## config.mk

```make
export PLATFORM = sky130hd
export DESIGN_NAME = boothr4_seq_flat
export DESIGN_NICKNAME = d
export VERILOG_FILES = /design/src/rtl/boothr4_seq_if.sv /design/src/rtl/boothr4_seq.sv /design/src/flat_wrapper.sv
export SDC_FILE = /design/constraint.sdc
export NUM_CORES = 1
export LEC_CHECK = 0
export ABC_AREA = 1
export CORE_MARGIN = 4
export CORE_UTILIZATION = 45
export DETAILED_ROUTE_END_ITERATION = 12
export SLEW_MARGIN = 10
export SYNTH_ARGS = -nofsm -noshare
export SYNTH_HDL_FRONTEND = slang
export SYNTH_SLANG_ARGS = --single-unit
```

## constraint.sdc

```tcl
create_clock -name clk -period 2.9 [get_ports clk]
set_input_delay 0.58 -clock clk [delete_from_list [all_inputs] [get_ports clk]]
set_output_delay 0.58 -clock clk [all_outputs]
set_load 0.05 [all_outputs]
```

## src/rtl/boothr4_seq_if.sv

```systemverilog
// Operand/product bus of the sequential radix-4 Booth multiplier.
// The master drives operands and start/stall; the slave returns product beats and status.
interface boothr4_seq_if #(
    parameter int WIDTH = 8
);
    logic             beginsig;
    logic             mode;
    logic             locksig;
    logic [WIDTH-1:0] inbus;
    logic [WIDTH-1:0] outbus;
    logic             outvalid;
    logic             busy;
    logic             endsig;

    modport master (
        output beginsig, mode, locksig, inbus,
        input  outbus, outvalid, busy, endsig
    );

    modport slave (
        input  beginsig, mode, locksig, inbus,
        output outbus, outvalid, busy, endsig
    );
endinterface

```

## src/rtl/boothr4_seq.sv

```systemverilog
// Sequential radix-4 Booth multiplier: loads Q then M, retires one recoded digit per clock,
// and returns the 2*WIDTH-bit product as two WIDTH-bit beats, low word first.
module boothr4_seq #(
    parameter int WIDTH = 8
) (
    input logic          clk,
    input logic          rst,
    boothr4_seq_if.slave bus
);
    // A carries four guard bits so that A +/- 2M never wraps, even for zero-extended operands.
    localparam int AW = WIDTH + 4;
    localparam int QW = WIDTH + 2;
    localparam int TW = AW + QW;
    localparam int CW = $clog2(WIDTH / 2 + 2);
    localparam logic [CW-1:0] K_SIGNED   = CW'(WIDTH / 2);
    localparam logic [CW-1:0] K_UNSIGNED = CW'(WIDTH / 2 + 1);
    localparam logic [CW-1:0] CNT_ONE    = CW'(1);

    typedef enum logic [2:0] {
        IDLE   = 3'd0,
        LOAD_Q = 3'd1,
        LOAD_M = 3'd2,
        CALC   = 3'd3,
        OUT_LO = 3'd4,
        OUT_HI = 3'd5
    } state_t;

    state_t           state_r, state_nxt_s;
    logic [TW-1:0]    x_r, x_nxt_s;
    logic [AW-1:0]    m_r, m_nxt_s;
    logic             qm1_r, qm1_nxt_s;
    logic [CW-1:0]    cnt_r, cnt_nxt_s;
    logic             mode_r, mode_nxt_s;
    logic [AW-1:0]    a_s, addend_s, sum_s;
    logic [QW-1:0]    q_s;
    logic [2*WIDTH-1:0] p_s;
    logic [WIDTH-1:0] outbus_s, outbus_r;
    logic             outvalid_s, outvalid_r, busy_s, busy_r, endsig_s, endsig_r;

    function automatic logic [AW-1:0] ext_m(input logic [WIDTH-1:0] v, input logic sgn);
        return sgn ? {{(AW-WIDTH){v[WIDTH-1]}}, v} : {{(AW-WIDTH){1'b0}}, v};
    endfunction

    function automatic logic [QW-1:0] ext_q(input logic [WIDTH-1:0] v, input logic sgn);
        return sgn ? {{(QW-WIDTH){v[WIDTH-1]}}, v} : {{(QW-WIDTH){1'b0}}, v};
    endfunction

    function automatic logic [AW-1:0] booth_addend(input logic [2:0] trip, input logic [AW-1:0] m);
        logic [AW-1:0] r;
        case (trip)
            3'b001, 3'b010: r = m;
            3'b011:         r = m << 1;
            3'b100:         r = -(m << 1);
            3'b101, 3'b110: r = -m;
            default:        r = {AW{1'b0}};
        endcase
        return r;
    endfunction

    // State register.
    always_ff @(posedge clk) begin
        if (rst) state_r <= IDLE;
        else     state_r <= state_nxt_s;
    end

    // Next-state decode; locksig freezes every state except IDLE.
    always_comb begin
        state_nxt_s = state_r;
        case (state_r)
            IDLE:    if (bus.beginsig)           state_nxt_s = LOAD_Q; else state_nxt_s = IDLE;
            LOAD_Q:  if (bus.locksig)            state_nxt_s = LOAD_Q; else state_nxt_s = LOAD_M;
            LOAD_M:  if (bus.locksig)            state_nxt_s = LOAD_M; else state_nxt_s = CALC;
            CALC:    if (!bus.locksig && cnt_r == CNT_ONE) state_nxt_s = OUT_LO; else state_nxt_s = CALC;
            OUT_LO:  if (bus.locksig)            state_nxt_s = OUT_LO; else state_nxt_s = OUT_HI;
            OUT_HI:  if (bus.locksig)            state_nxt_s = OUT_HI; else state_nxt_s = IDLE;
            default: state_nxt_s = IDLE;
        endcase
    end

    // Datapath next values: operand capture, Booth add and the 2-bit arithmetic shift of {A,Q,q(-1)}.
    always_comb begin
        x_nxt_s    = x_r;
        m_nxt_s    = m_r;
        qm1_nxt_s  = qm1_r;
        cnt_nxt_s  = cnt_r;
        mode_nxt_s = mode_r;
        a_s        = x_r[TW-1:QW];
        q_s        = x_r[QW-1:0];
        addend_s   = booth_addend({q_s[1:0], qm1_r}, m_r);
        sum_s      = a_s + addend_s;
        case (state_r)
            IDLE: begin
                if (bus.beginsig) mode_nxt_s = bus.mode;
                else              mode_nxt_s = mode_r;
            end
            LOAD_Q: begin
                if (!bus.locksig) x_nxt_s = {a_s, ext_q(bus.inbus, mode_r)};
                else              x_nxt_s = x_r;
            end
            LOAD_M: begin
                if (!bus.locksig) begin
                    m_nxt_s   = ext_m(bus.inbus, mode_r);
                    x_nxt_s   = {{AW{1'b0}}, q_s};
                    qm1_nxt_s = 1'b0;
                    cnt_nxt_s = mode_r ? K_SIGNED : K_UNSIGNED;
                end else begin
                    m_nxt_s   = m_r;
                end
            end
            CALC: begin
                if (!bus.locksig) begin
                    x_nxt_s   = {{2{sum_s[AW-1]}}, sum_s, q_s[QW-1:2]};
                    qm1_nxt_s = q_s[1];
                    cnt_nxt_s = cnt_r - CNT_ONE;
                end else begin
                    cnt_nxt_s = cnt_r;
                end
            end
            default: x_nxt_s = x_r;
        endcase
    end

    // Datapath registers.
    always_ff @(posedge clk) begin
        if (rst) begin
            x_r    <= {TW{1'b0}};
            m_r    <= {AW{1'b0}};
            qm1_r  <= 1'b0;
            cnt_r  <= {CW{1'b0}};
            mode_r <= 1'b0;
        end else begin
            x_r    <= x_nxt_s;
            m_r    <= m_nxt_s;
            qm1_r  <= qm1_nxt_s;
            cnt_r  <= cnt_nxt_s;
            mode_r <= mode_nxt_s;
        end
    end

    // Output decode from the next state so that the registered beats line up with OUT_LO/OUT_HI.
    // Signed runs stop one digit early, leaving two unconsumed multiplier bits at the bottom of Q.
    always_comb begin
        if (mode_r) p_s = x_nxt_s[2*WIDTH+1:2];
        else        p_s = x_nxt_s[2*WIDTH-1:0];
        outbus_s   = {WIDTH{1'b0}};
        outvalid_s = 1'b0;
        endsig_s   = 1'b0;
        busy_s     = (state_nxt_s != IDLE);
        case (state_nxt_s)
            OUT_LO: begin
                outbus_s   = p_s[WIDTH-1:0];
                outvalid_s = 1'b1;
            end
            OUT_HI: begin
                outbus_s   = p_s[2*WIDTH-1:WIDTH];
                outvalid_s = 1'b1;
                endsig_s   = 1'b1;
            end
            default: begin
                outbus_s   = {WIDTH{1'b0}};
                outvalid_s = 1'b0;
            end
        endcase
    end

    // Output registers.
    always_ff @(posedge clk) begin
        if (rst) begin
            outbus_r   <= {WIDTH{1'b0}};
            outvalid_r <= 1'b0;
            busy_r     <= 1'b0;
            endsig_r   <= 1'b0;
        end else begin
            outbus_r   <= outbus_s;
            outvalid_r <= outvalid_s;
            busy_r     <= busy_s;
            endsig_r   <= endsig_s;
        end
    end

    assign bus.outbus   = outbus_r;
    assign bus.outvalid = outvalid_r;
    assign bus.busy     = busy_r;
    assign bus.endsig   = endsig_r;
endmodule

```

## src/flat_wrapper.sv

```systemverilog
// flat-port wrapper written by rule: the top's interface ports become plain ports
module boothr4_seq_flat 
#(
    parameter int WIDTH = 8
)
  (clk, rst, bus_beginsig, bus_mode, bus_locksig, bus_inbus, bus_outbus, bus_outvalid, bus_busy, bus_endsig);
  boothr4_seq_if #(.WIDTH(WIDTH)) bus_i ();
  input logic clk;
  input logic rst;
  input wire logic [$bits(bus_i.beginsig)-1:0] bus_beginsig;
  input wire logic [$bits(bus_i.mode)-1:0] bus_mode;
  input wire logic [$bits(bus_i.locksig)-1:0] bus_locksig;
  input wire logic [$bits(bus_i.inbus)-1:0] bus_inbus;
  output wire logic [$bits(bus_i.outbus)-1:0] bus_outbus;
  output wire logic [$bits(bus_i.outvalid)-1:0] bus_outvalid;
  output wire logic [$bits(bus_i.busy)-1:0] bus_busy;
  output wire logic [$bits(bus_i.endsig)-1:0] bus_endsig;
  assign bus_i.beginsig = bus_beginsig;
  assign bus_i.mode = bus_mode;
  assign bus_i.locksig = bus_locksig;
  assign bus_i.inbus = bus_inbus;
  assign bus_outbus = bus_i.outbus;
  assign bus_outvalid = bus_i.outvalid;
  assign bus_busy = bus_i.busy;
  assign bus_endsig = bus_i.endsig;
  boothr4_seq #(.WIDTH(WIDTH)) u_core (.clk(clk), .rst(rst), .bus(bus_i));
endmodule
```

==> Yosys cells after proc, flatten, opt, wreduce, memory -nomap -nowiden <==
Index checks and enable logic that the tools add are counted.
{ "word_totals": {"reg_bits": 53, "inputBits": 13, "output_inout_bits": 11, "word_cells": 70} }
{ "classes": {"add_sub_neg": 4, "n_eq_ne": 16, "n_mux": 25, "bitwise": 2, "n_reduce_logical": 12} }
{ "op_table": {"columns": ["cell", "n"], "rows": [
  ["22-bit case mux with 3 select lines", 1],
  ["12-bit case mux with 4 select lines", 1],
  ["22-bit 2-to-1 mux", 2],
  ["12-bit negator", 2],
  ["3-bit equality test, second input constant", 7],
  ["10-bit 2-to-1 mux", 2],
  ["3-bit case mux with 6 select lines", 1],
  ["16-bit 2-to-1 mux", 1],
  ["8-bit case mux with 2 select lines", 1],
  ["12-bit adder", 1],
  ["3-bit by 2-bit equality test with 1-bit output, second input constant", 4],
  ["12-bit 2-to-1 mux", 1],
  ["3-bit 2-to-1 mux", 4],
  ["3-bit by 1-bit equality test with 1-bit output, second input constant", 3],
  ["1-bit 2-to-1 mux", 8],
  ["3-bit case mux with 2 select lines", 1],
  ["2-bit OR reduction", 3],
  ["2-bit != test, second input constant", 2],
  ["2-bit AND reduction", 2],
  ["4-bit AND reduction", 1],
  ["3-bit zero test", 1],
  ["3-bit AND reduction", 1],
  ["3-bit nonzero test", 1],
  ["3-bit by 1-bit subtractor with 3-bit output, second input constant", 1],
  ["other kinds (6)", 7]
]} }

==> Depth between registers and ports, before layout <==
Gate-level depths: netlist (run 1).
{ "logic_depth": {"word_depth": 8, "mapped_depth": 23, "ltp_nobuf": 23} }

==> Least setup slack after synthesis (run 1) <==
OpenSTA, ideal clock, no wires.
{ "synth_path": {"path_kind": "flip-flop to flip-flop", "start": "reg u_core.m_r[1]", "end": "reg u_core.x_r[20]", "t_arrival_ns": 2.473, "required_ns": 2.768, "slack_ns": 0.294, "path_stages_with_launch": 24, "synth_period_minus_slack_ns": 2.606, "cell_sequence": "dfxtp_1 > inv_1 > ha_1 > nand3_1 > nor2_1 > nand2_1 > nor2_1 > xor2_1 > nand2_1 > o21ai_0 > a21oi_1 > o21ai_0 > ha_1 > nand2_1 > nor2_1 > nand3_1 > nand3_1 > nand2_1 > nand2_1 > inv_1 > nand2_1 > nand2_1 > nand2_1 > a21oi_1"} }
{ "synth_via": {"elab_chain_len": 5} }
{ "synth_lines": {"columns": ["element", "line_no", "source"], "rows": [
  ["start: declaration", "boothr4_seq.sv:30", "logic [AW-1:0] m_r, m_nxt_s;"],
  ["start signal: assignment", "boothr4_seq.sv:127", "m_r <= {AW{1'b0}};"],
  ["start signal: assignment", "boothr4_seq.sv:133", "m_r <= m_nxt_s;"],
  ["12-bit negator (on tied branches)", "boothr4_seq.sv:54, boothr4_seq.sv:53", null],
  ["12-bit case mux with 4 select lines *", "boothr4_seq.sv:50", "case (trip)"],
  ["12-bit adder *", "boothr4_seq.sv:90", "sum_s = a_s + addend_s;"],
  ["22-bit 2-to-1 mux *", "boothr4_seq.sv:111", "if (!bus.locksig) begin"],
  ["22-bit case mux with 3 select lines *", "boothr4_seq.sv:91", "case (state_r)"],
  ["end signal: assignment", "boothr4_seq.sv:126", "x_r <= {TW{1'b0}};"],
  ["end signal: assignment", "boothr4_seq.sv:132", "x_r <= x_nxt_s;"],
  ["end: declaration", "boothr4_seq.sv:29", "logic [TW-1:0] x_r, x_nxt_s;"]
]} }
Mark *: on every way between the ends. The rest lies on a longest branch, timed or not. The select of a mux whose other input is x is not followed.
A chain may end at the register's enable or synchronous reset.

==> Worst setup path in the final report (run 1) <==
{ "layout_path": {"start": "reg u_core.qm1_r", "end": "reg u_core.outbus_r[3] (netlist: u_core.bus.outbus[3])"} }
{ "layout_via": {"elab_chain_len": 8} }
{ "layout_lines": {"columns": ["element", "line_no", "source"], "rows": [
  ["start: declaration", "boothr4_seq.sv:31", "logic qm1_r, qm1_nxt_s;"],
  ["start signal: assignment", "boothr4_seq.sv:134", "qm1_r <= qm1_nxt_s;"],
  ["3-bit equality test, or another cell as far along", "boothr4_seq.sv:50", null],
  ["2-bit OR reduction", "boothr4_seq.sv:50", null],
  ["12-bit case mux with 4 select lines *", "boothr4_seq.sv:50", null],
  ["12-bit adder *", "boothr4_seq.sv:90", null],
  ["22-bit 2-to-1 mux *", "boothr4_seq.sv:111", null],
  ["22-bit case mux with 3 select lines *", "boothr4_seq.sv:91", null],
  ["16-bit 2-to-1 mux *", "boothr4_seq.sv:143", "if (mode_r) p_s = x_nxt_s[2*WIDTH+1:2];"],
  ["8-bit case mux with 2 select lines *", "boothr4_seq.sv:149", "case (state_nxt_s)"],
  ["end signal: assignment", "boothr4_seq.sv:169", "outbus_r <= {WIDTH{1'b0}};"],
  ["end signal: assignment", "boothr4_seq.sv:174", "outbus_r <= outbus_s;"],
  ["end: declaration", "boothr4_seq.sv:37", "logic [WIDTH-1:0] outbus_s, outbus_r;"]
]} }
Marks and branches as above.

==> key figures, run 1 <==
Timing
  • Slew headroom: 0.4240
  • Max Slew Vio Count: 0
  • # setup viols final: 0
  • Max Fclk: 354.4 MHz
  • Clk_skew: 14.54 ps
  • Final period util: 0.9731
  • Worst-Margin Slew: 857.4 ps
  • Fin. Hold Viols: 0
  • Minimum clock period: 2822 ps
  • Hold Slack: 482.6 ps

Power and ir drop
  • Total power draw: 1.416 mW
  • Pwr dens: 357.8 nW/um^2
  • Internal power: 0.9864 mW
  • Psw: 0.4293 mW
  • Worst vdd ir: 0.0003272 V
  • Clock power frac: 0.298
  • Switch share: 0.3033
  • Sequential Power Share: 0.490
  • Combinational power share: 0.212
  • LEAKAGE: 1.812 nW

Drt
  • Routed Antenna Nets: 0
  • DRT Pass-1 Iters: 4
  • Routed WL: 9239 microns
  • Vias per inst: 5.329
  • Initial DRC count: 151
  • Via Count: 3400
  • WL per Instance: 14.48 microns
  • Post-route DRC: 0

Die
  • Row count: 30
  • Starting Density: 0.4645
  • Chip Height: 91.74 microns
  • Die area: 8416 sq um
  • Top-Level Pins: 24
  • Core footprint: 6794 sq um
  • Die width: 91.74 microns

Clocking
  • H-Tree Depth: 2
  • Root Buffer: clkbuf_8
  • Clk slew on worst S/H paths: 90 ps
  • CTS Sinks: 48
  • CTS max path bufs: 2
  • CTS tree: built
  • Worst-Skew Late Latency: 300 ps
  • CTS buffer count: 5

Worst hold path
  • Worst min path class: reg2reg
  • Hold depth: 2

Run
  • Maxcap violations: 0

Setup path
  • Crit path arrival time: 3040 ps
  • Worst Path Buf+Inv: 4
  • Req. time, crit path: 3120 ps
  • R2R cell count: 17
  • CP max-delay cell: ha_2
  • CP Class: reg2reg
  • Worst setup SP type: flop
  • Stages on worst setup path: 17
  • Crit path max-delay family: simple AND/OR/NAND/NOR gates
  • Element type at the critical path end: flop
  • Crit path largest cell delay: 420 ps
  • Critical Path Fanout Max: 7
  • Cell mode on critical path: nand2_1
  • Critical-path cell list: or2_2 -> inv_1 -> nand2_1 -> buf_4 -> o21ai_0 -> ha_2 -> nand2_1 -> inv_1 -> nand2_1 -> nand2_1 -> nand2_1 -> nand3_1 -> nand2_1 -> inv_1 -> nand3_1 -> nand3_1 -> a21oi_1

Logic synthesis
  • Distinct cells, synth: 37
  • Synth area leader: dfxtp_1
  • Synthesized Nets: 522
  • Post-Syn Area per Cell: 6.388 sq um
  • Yosys Warn Count: 0
  • Area contributors post-synth: dfxtp_1, nand2_1, nand3_1
  • Flops & latches, synth: 48
  • Mapped Area: 3156 sq um
  • Post-synth top area share: 0.3045
  • Post-synth EDFFs: 0
  • Post-synthesis sequential area ratio: 0.3045
  • Asr flop ratio synth: 0
  • Top_reg_cell synth: dfxtp_1
  • Synth Instances: 494

Final layout
  • Total Nets Final: 569
  • Most frequent cells in the layout: nand2_1, inv_1, nand3_1, dfxtp_1, nor2_1
  • # diodes: 0
  • Share of cells above drive strength 1: 0.1679
  • # fillers: 658
  • Most common cell after layout, fill and taps aside: nand2_1
  • Final core utilization: 0.5823
  • P&R area growth vs syn: 25.38%
  • Fin cells: 638

Placement
  • Inst Count DP: 625
  • Post-DP HPWL: 6933 microns
  • I/O Buffers: 23
  • GP Congestion: 0.9432

GRT
  • Largest net degree at the start of global routing: 26
  • Number of global-route vias before repair: 3115
  • First-pass GRT wire length: 14660 microns
  • Gr ovfl total: 0
  • Total GRT Usage: 0.2160
  • Antenna violations before repair: 0

Run status
  • Status: completed
==> cells by family (layout without fill, tap and decap cells) <==
group           after synthesis  count (layout)  synth area share
compound gates               89              89            0.1653
buf+inv                      71             119           0.08644
simple gates                264             264            0.3624
xor+xnor                      7               7           0.01943
flops                        48              48            0.3045
fa+ha+maj                    15              15           0.06186
==> what timing repair did <==
action,CTS,global route
hold buffers,0,0
pin swaps,1,16
endpoints found under the hold margin,0,0
gates resized for setup,1,52
buffers inserted,0,5
endpoints found under the setup margin,1,15
==> power groups by stage <==
stage          clock network, mW  registers [mW]  logic (mW)
6_report                   0.422           0.694       0.300
2_1_floorplan                  0           0.713       0.172
5_1_grt                    0.472           0.696       0.332
3_5_place_dp                   0           0.707       0.267
4_1_cts                    0.437           0.692       0.270
3_3_place_gp                   0           0.707       0.266
==> layer usage <==
layer,vias up,share of wire,GRT usage
met5,-,0,0
met1,1587,0.47,0.2883
li1,1734,-,-
met4,0,0.018,0.06436
met2,66,0.48,0.3585
met3,13,0.029,0.03445
==> worst paths after layout <==
check                           slack [ps]                         endpoint                       from
worst max-delay path                    80  u_core.bus.outbus[3]$_SDFF_PP0_  u_core.qm1_r$_SDFFE_PP0P_
worst max register to register          80  u_core.bus.outbus[3]$_SDFF_PP0_  u_core.qm1_r$_SDFFE_PP0P_
worst min register to register         480        u_core.qm1_r$_SDFFE_PP0P_  u_core.qm1_r$_SDFFE_PP0P_
worst min-delay path                   480        u_core.qm1_r$_SDFFE_PP0P_  u_core.qm1_r$_SDFFE_PP0P_
==> cells in the mapped netlist, drive strengths merged (3+ instances only) <==
library cell	n
nand2	141
inv	59
nand3	55
dfxtp	48
nor2	45
a21oi	38
o21ai	23
ha	14
nand4	12
clkbuf	7
xor2	6
a21boi	5
a22o	5
nor3	5
a22oi	4
buf	4
o211ai	3
o21bai	3
o22ai	3
or2	3
==> worst reg2reg max path, delay by kind of cell, from the launching register on <==
kind / cells / cell delay, ps
DFF: 1 / 330
and+or+nand+nor: 10 / 1140
adders and majority gates: 1 / 420
AOI/OAI and AO/OA: 2 / 510
buffers and inverters: 4 / 350
==> area by class of cell <==
type / count / area [sq um] / area share
multi-input cells: 375 / 2115 / 0.5345
repair buffers: 51 / 440.4 / 0.1113
clock inverters: 1 / 7.507 / 0.001898
clock buffers: 7 / 86.33 / 0.02182
well taps: 96 / 120.1 / 0.03036
flip-flops and latches: 48 / 962.2 / 0.2432
inverters: 60 / 225.2 / 0.05693
==> state kept, by name (all words and copies together), names as in the netlist <==
| register | cells |
|---|---|
| u_core.mode_r | 1 |
| u_core.cnt_r | 3 |
| u_core.bus.outvalid | 1 |
| u_core.bus.outbus | 8 |
| u_core.bus.endsig | 1 |
| u_core.x_r | 20 |
| u_core.m_r | 9 |
| u_core.bus.busy | 1 |
| u_core.state_r | 3 |
| u_core.qm1_r | 1 |
==> per-stage QoR <==
stage	setup TNS (ps)	cell area [sq um]	worst slack, ps
floorplan	0	3156	294.4
global placement	0	3631	101.2
detailed placement	0	3631	14.28
CTS	0	3727	14.72
global route	-150.8	3956	-45.33
finish	0	3956	78.09
Note: power is estimated with default switching activity, not from simulation.
==> run 2: changes to the inputs <==
Settings changed: REMOVE_ABC_BUFFERS set to 1.
==> run 2 against run 1 <==
  * Sequential cell count is the same
  * Combinational power shrank 2%
  * Clock power grew 26%
  * Utilization shrank 0.59 points
  * First-iteration DRC count grew 19%
  * Total power grew 7.4%
  * Sequential share of layout area grew 0.28 points
  * Register-to-register slack gained 80 ps
  * Clock skew shrank 4.1 ps
  * Largest cell class unchanged
==> key figures, run 2 (synthesis gave the netlist of run 1 again) <==
Placement
  • I/O Buffers: 23 (unchanged)
  • Inst Count DP: 623 (was 625)
  • GP Congestion: 0.9068 (was 0.9432)
  • Post-DP HPWL: 6914 microns (was 6933 microns)

Timing
  • Slew headroom: 0.4937 (was 0.4240)
  • # setup viols final: 0 (unchanged)
  • Worst-Margin Slew: 756.6 ps (was 857.4 ps)
  • Max Slew Vio Count: 0 (unchanged)
  • Max Fclk: 364.9 MHz (was 354.4 MHz)
  • Clk_skew: 10.46 ps (was 14.54 ps)
  • Final period util: 0.9451 (was 0.9731)
  • Minimum clock period: 2741 ps (was 2822 ps)
  • RSZ-0062 raised after global routing: yes
  • Fin. Hold Viols: 0 (unchanged)

Setup path
  • R2R Path Start: u_core.m_r[0]$_SDFFE_PP0P_ (was u_core.qm1_r$_SDFFE_PP0P_)
  • CP startpoint: u_core.m_r[0]$_SDFFE_PP0P_ (was u_core.qm1_r$_SDFFE_PP0P_)
  • Critical-path cell list: inv_2 -> ha_4 -> nand3_4 -> nor2_4 -> nand2_2 -> nor2_4 -> xor2_2 -> nand2_1 -> o21ai_0 -> a21oi_1 -> o21ai_1 -> ha_1 -> nand2_2 -> nor2_2 -> nand3_2 -> nand3_1 -> nand2_1 -> nand3_2 -> nand4_1 -> nand2_1 -> a21oi_2 (was or2_2 -> inv_1 -> nand2_1 -> buf_4 -> o21ai_0 -> ha_2 -> nand2_1 -> inv_1 -> nand2_1 -> nand2_1 -> nand2_1 -> nand3_1 -> nand2_1 -> inv_1 -> nand3_1 -> nand3_1 -> a21oi_1)
  • Crit path arrival time: 2940 ps (was 3040 ps)
  • Crit path largest cell delay: 390 ps (was 420 ps)
  • Worst r2r dst: u_core.bus.outbus[7]$_SDFF_PP0_ (was u_core.bus.outbus[3]$_SDFF_PP0_)
  • R2R cell count: 21 (was 17)
  • Element type at the critical path end: flop (unchanged)
  • CP Class: reg2reg (unchanged)
  • Critical Path Fanout Max: 5 (was 7)
  • Worst Path Buf+Inv: 1 (was 4)
  • CP max-delay cell: ha_1 (was ha_2)
  • Req. time, crit path: 3100 ps (was 3120 ps)
  • Setup crit end: u_core.bus.outbus[7]$_SDFF_PP0_ (was u_core.bus.outbus[3]$_SDFF_PP0_)
  • Stages on worst setup path: 21 (was 17)
  • Cell mode on critical path: nand2_1 (unchanged)
  • Crit path max-delay family: simple AND/OR/NAND/NOR gates (unchanged)
  • Worst setup SP type: flop (unchanged)
  • Reg-to-reg slack, setup: 160 ps (was 80 ps)

GRT
  • Antenna violations before repair: 0 (unchanged)
  • Largest net degree at the start of global routing: 20 (was 26)
  • Number of global-route vias before repair: 3133 (was 3115)
  • Total GRT Usage: 0.2136 (was 0.2160)
  • Gr ovfl total: 0 (unchanged)
  • First-pass GRT wire length: 14580 microns (was 14660 microns)

Drt
  • Top sig layer: met4 (unchanged)
  • DRT Pass-1 Iters: 4 (unchanged)
  • Routed Antenna Nets: 0 (unchanged)
  • Wire length on met2: 4549 microns (was 4475 microns)
  • Initial DRC count: 179 (was 151)
  • Metal3 WL: 229 microns (was 272 microns)
  • Post-route DRC: 0 (unchanged)
  • WL per Instance: 14.37 microns (was 14.48 microns)
  • Vias per inst: 5.211 (was 5.329)
  • Via Count: 3309 (was 3400)
  • M1 WL: 4193 microns (was 4321 microns)
  • Routed WL: 9128 microns (was 9239 microns)

Die
  • Chip Height: 91.74 microns (unchanged)
  • Core footprint: 6794 sq um (unchanged)
  • Starting Density: 0.4645 (unchanged)
  • Top-Level Pins: 24 (unchanged)
  • Die width: 91.74 microns (unchanged)
  • Row count: 30 (unchanged)
  • Die area: 8416 sq um (unchanged)

Power and ir drop
  • Total power draw: 1.520 mW (was 1.416 mW)
  • LEAKAGE: 1.803 nW (was 1.812 nW)
  • Pwr dens: 388.1 nW/um^2 (was 357.8 nW/um^2)
  • Worst vdd ir: 0.0002941 V (was 0.0003272 V)

Final layout
  • Top reg by flops: u_core.x_r (unchanged)
  • Final core utilization: 0.5764 (was 0.5823)
  • Most common cell after layout, fill and taps aside: nand2_1 (unchanged)
  • Fin cells: 635 (was 638)
  • P&R area growth vs syn: 24.11% (was 25.38%)
  • Share of cells above drive strength 1: 0.1521 (was 0.1679)
  • Total Nets Final: 566 (was 569)
  • Max FFs per register: 20 (unchanged)
  • # diodes: 0 (unchanged)
  • Most frequent cells in the layout: nand2_1, inv_1, nand3_1 (was nand2_1, inv_1, nand3_1, dfxtp_1, nor2_1)

Run
  • Maxcap violations: 0 (unchanged)

Clocking
  • CTS max path bufs: 2 (unchanged)
  • Clk slew on worst S/H paths: 100 ps (was 90 ps)
  • Worst-Skew Late Latency: 300 ps (about the same)
  • Root Buffer: clkbuf_8 (unchanged)
  • H-Tree Depth: 2 (unchanged)
  • CTS buffer count: 5 (unchanged)
  • CTS tree: built (unchanged)
  • CTS Sinks: 48 (unchanged)

Worst hold path
  • Worst min path class: reg2reg (unchanged)

Run status
  • Status: completed (unchanged)
[run 2: cell types whose count changed in the layout (fill, tap and decap cells not counted), moves of 2 or more]
cell     before  now
a21oi_1      31   33
a21oi_2       7    5
buf_4        28   25
ha_1          9   11
nand2_2       7    9
nand3_1      47   50
nand3_2       7    4
nor2_2        4    6
o21ai_1       2    4
[run 2: worst reg2reg max path, stage by stage, from the launching register on]
cell and delay, ps:
dfxtp_2 340, inv_2 70, ha_4 140, nand3_4 90, nor2_4 130, nand2_2 70
nor2_4 140, xor2_2 80, nand2_1 60, o21ai_0 80, a21oi_1 110, o21ai_1 100
ha_1 390, nand2_2 130, nor2_2 130, nand3_2 90, nand3_1 100, nand2_1 60
nand3_2 80, nand4_1 110, nand2_1 90, a21oi_2 50
[run 2: area by class of cell]
class | instances | area, sq um
Clock buffer | 7 | 96.34
Clock inverter | 1 | 30.03
Fill cell | 677 | 2878
Inverter | 60 | 225.2
Multi-Input combinational cell | 375 | 2063
Sequential cell | 48 | 963.4
Tap cell | 96 | 120.1
Timing Repair Buffer | 48 | 417.9
[run 2: worst min path at each step]
stage / startpoint / end / slack (ps) / cells after the start
floorplan: u_core.x_r[18]$_SDFFE_PP0P_ / u_core.x_r[18]$_SDFFE_PP0P_ / 440 / 2
global placement: u_core.x_r[18]$_SDFFE_PP0P_ / u_core.x_r[18]$_SDFFE_PP0P_ / 470 / 2
detailed placement: u_core.qm1_r$_SDFFE_PP0P_ / u_core.qm1_r$_SDFFE_PP0P_ / 470 / 2
CTS: u_core.qm1_r$_SDFFE_PP0P_ / u_core.qm1_r$_SDFFE_PP0P_ / 480 / 2
global route: u_core.qm1_r$_SDFFE_PP0P_ / u_core.qm1_r$_SDFFE_PP0P_ / 510 / 2
finish: u_core.qm1_r$_SDFFE_PP0P_ / u_core.qm1_r$_SDFFE_PP0P_ / 480 / 2
[run 2: power breakdown]
| part | internal [mW] | total (mW) | leakage, nW | switching, mW |
|---|---|---|---|---|
| clock | 0.304 | 0.531 | 0.0645 | 0.226 |
| combinational | 0.113 | 0.295 | 1.35 | 0.182 |
| sequential | 0.678 | 0.694 | 0.389 | 0.0161 |
| total | 1.10 | 1.52 | 1.80 | 0.425 |
[run 2: through the flow]
stage | hold slack, ps | TNS, ps | setup WS [ps] | cell area [sq um]
after floorplan | 443.6 | 0 | 284.5 | 3108
after global placement | 465.7 | -224.7 | -115.5 | 3616
after detailed placement | 469.7 | -185.7 | -97.41 | 3616
after CTS | 482.7 | 0 | 11.01 | 3755
after global routing | 507.0 | -187.0 | -66.54 | 3916
final | 479.6 | 0 | 159.2 | 3916
[run 2: per-layer routing]
layer | up-vias | GRT usage
met2 | 48 | 0.3713
met3 | 11 | 0.02871
li1 | 1728 | -
met1 | 1522 | 0.2751
met5 | - | 0
met4 | 0 | 0.06188
[run 2: what timing repair did]
item	4_1_cts	5_1_grt
hold buffers	0	0
pin swaps	1	16
resized for setup	3	40
buffers inserted	1	3
endpoints found under the setup margin	3	11
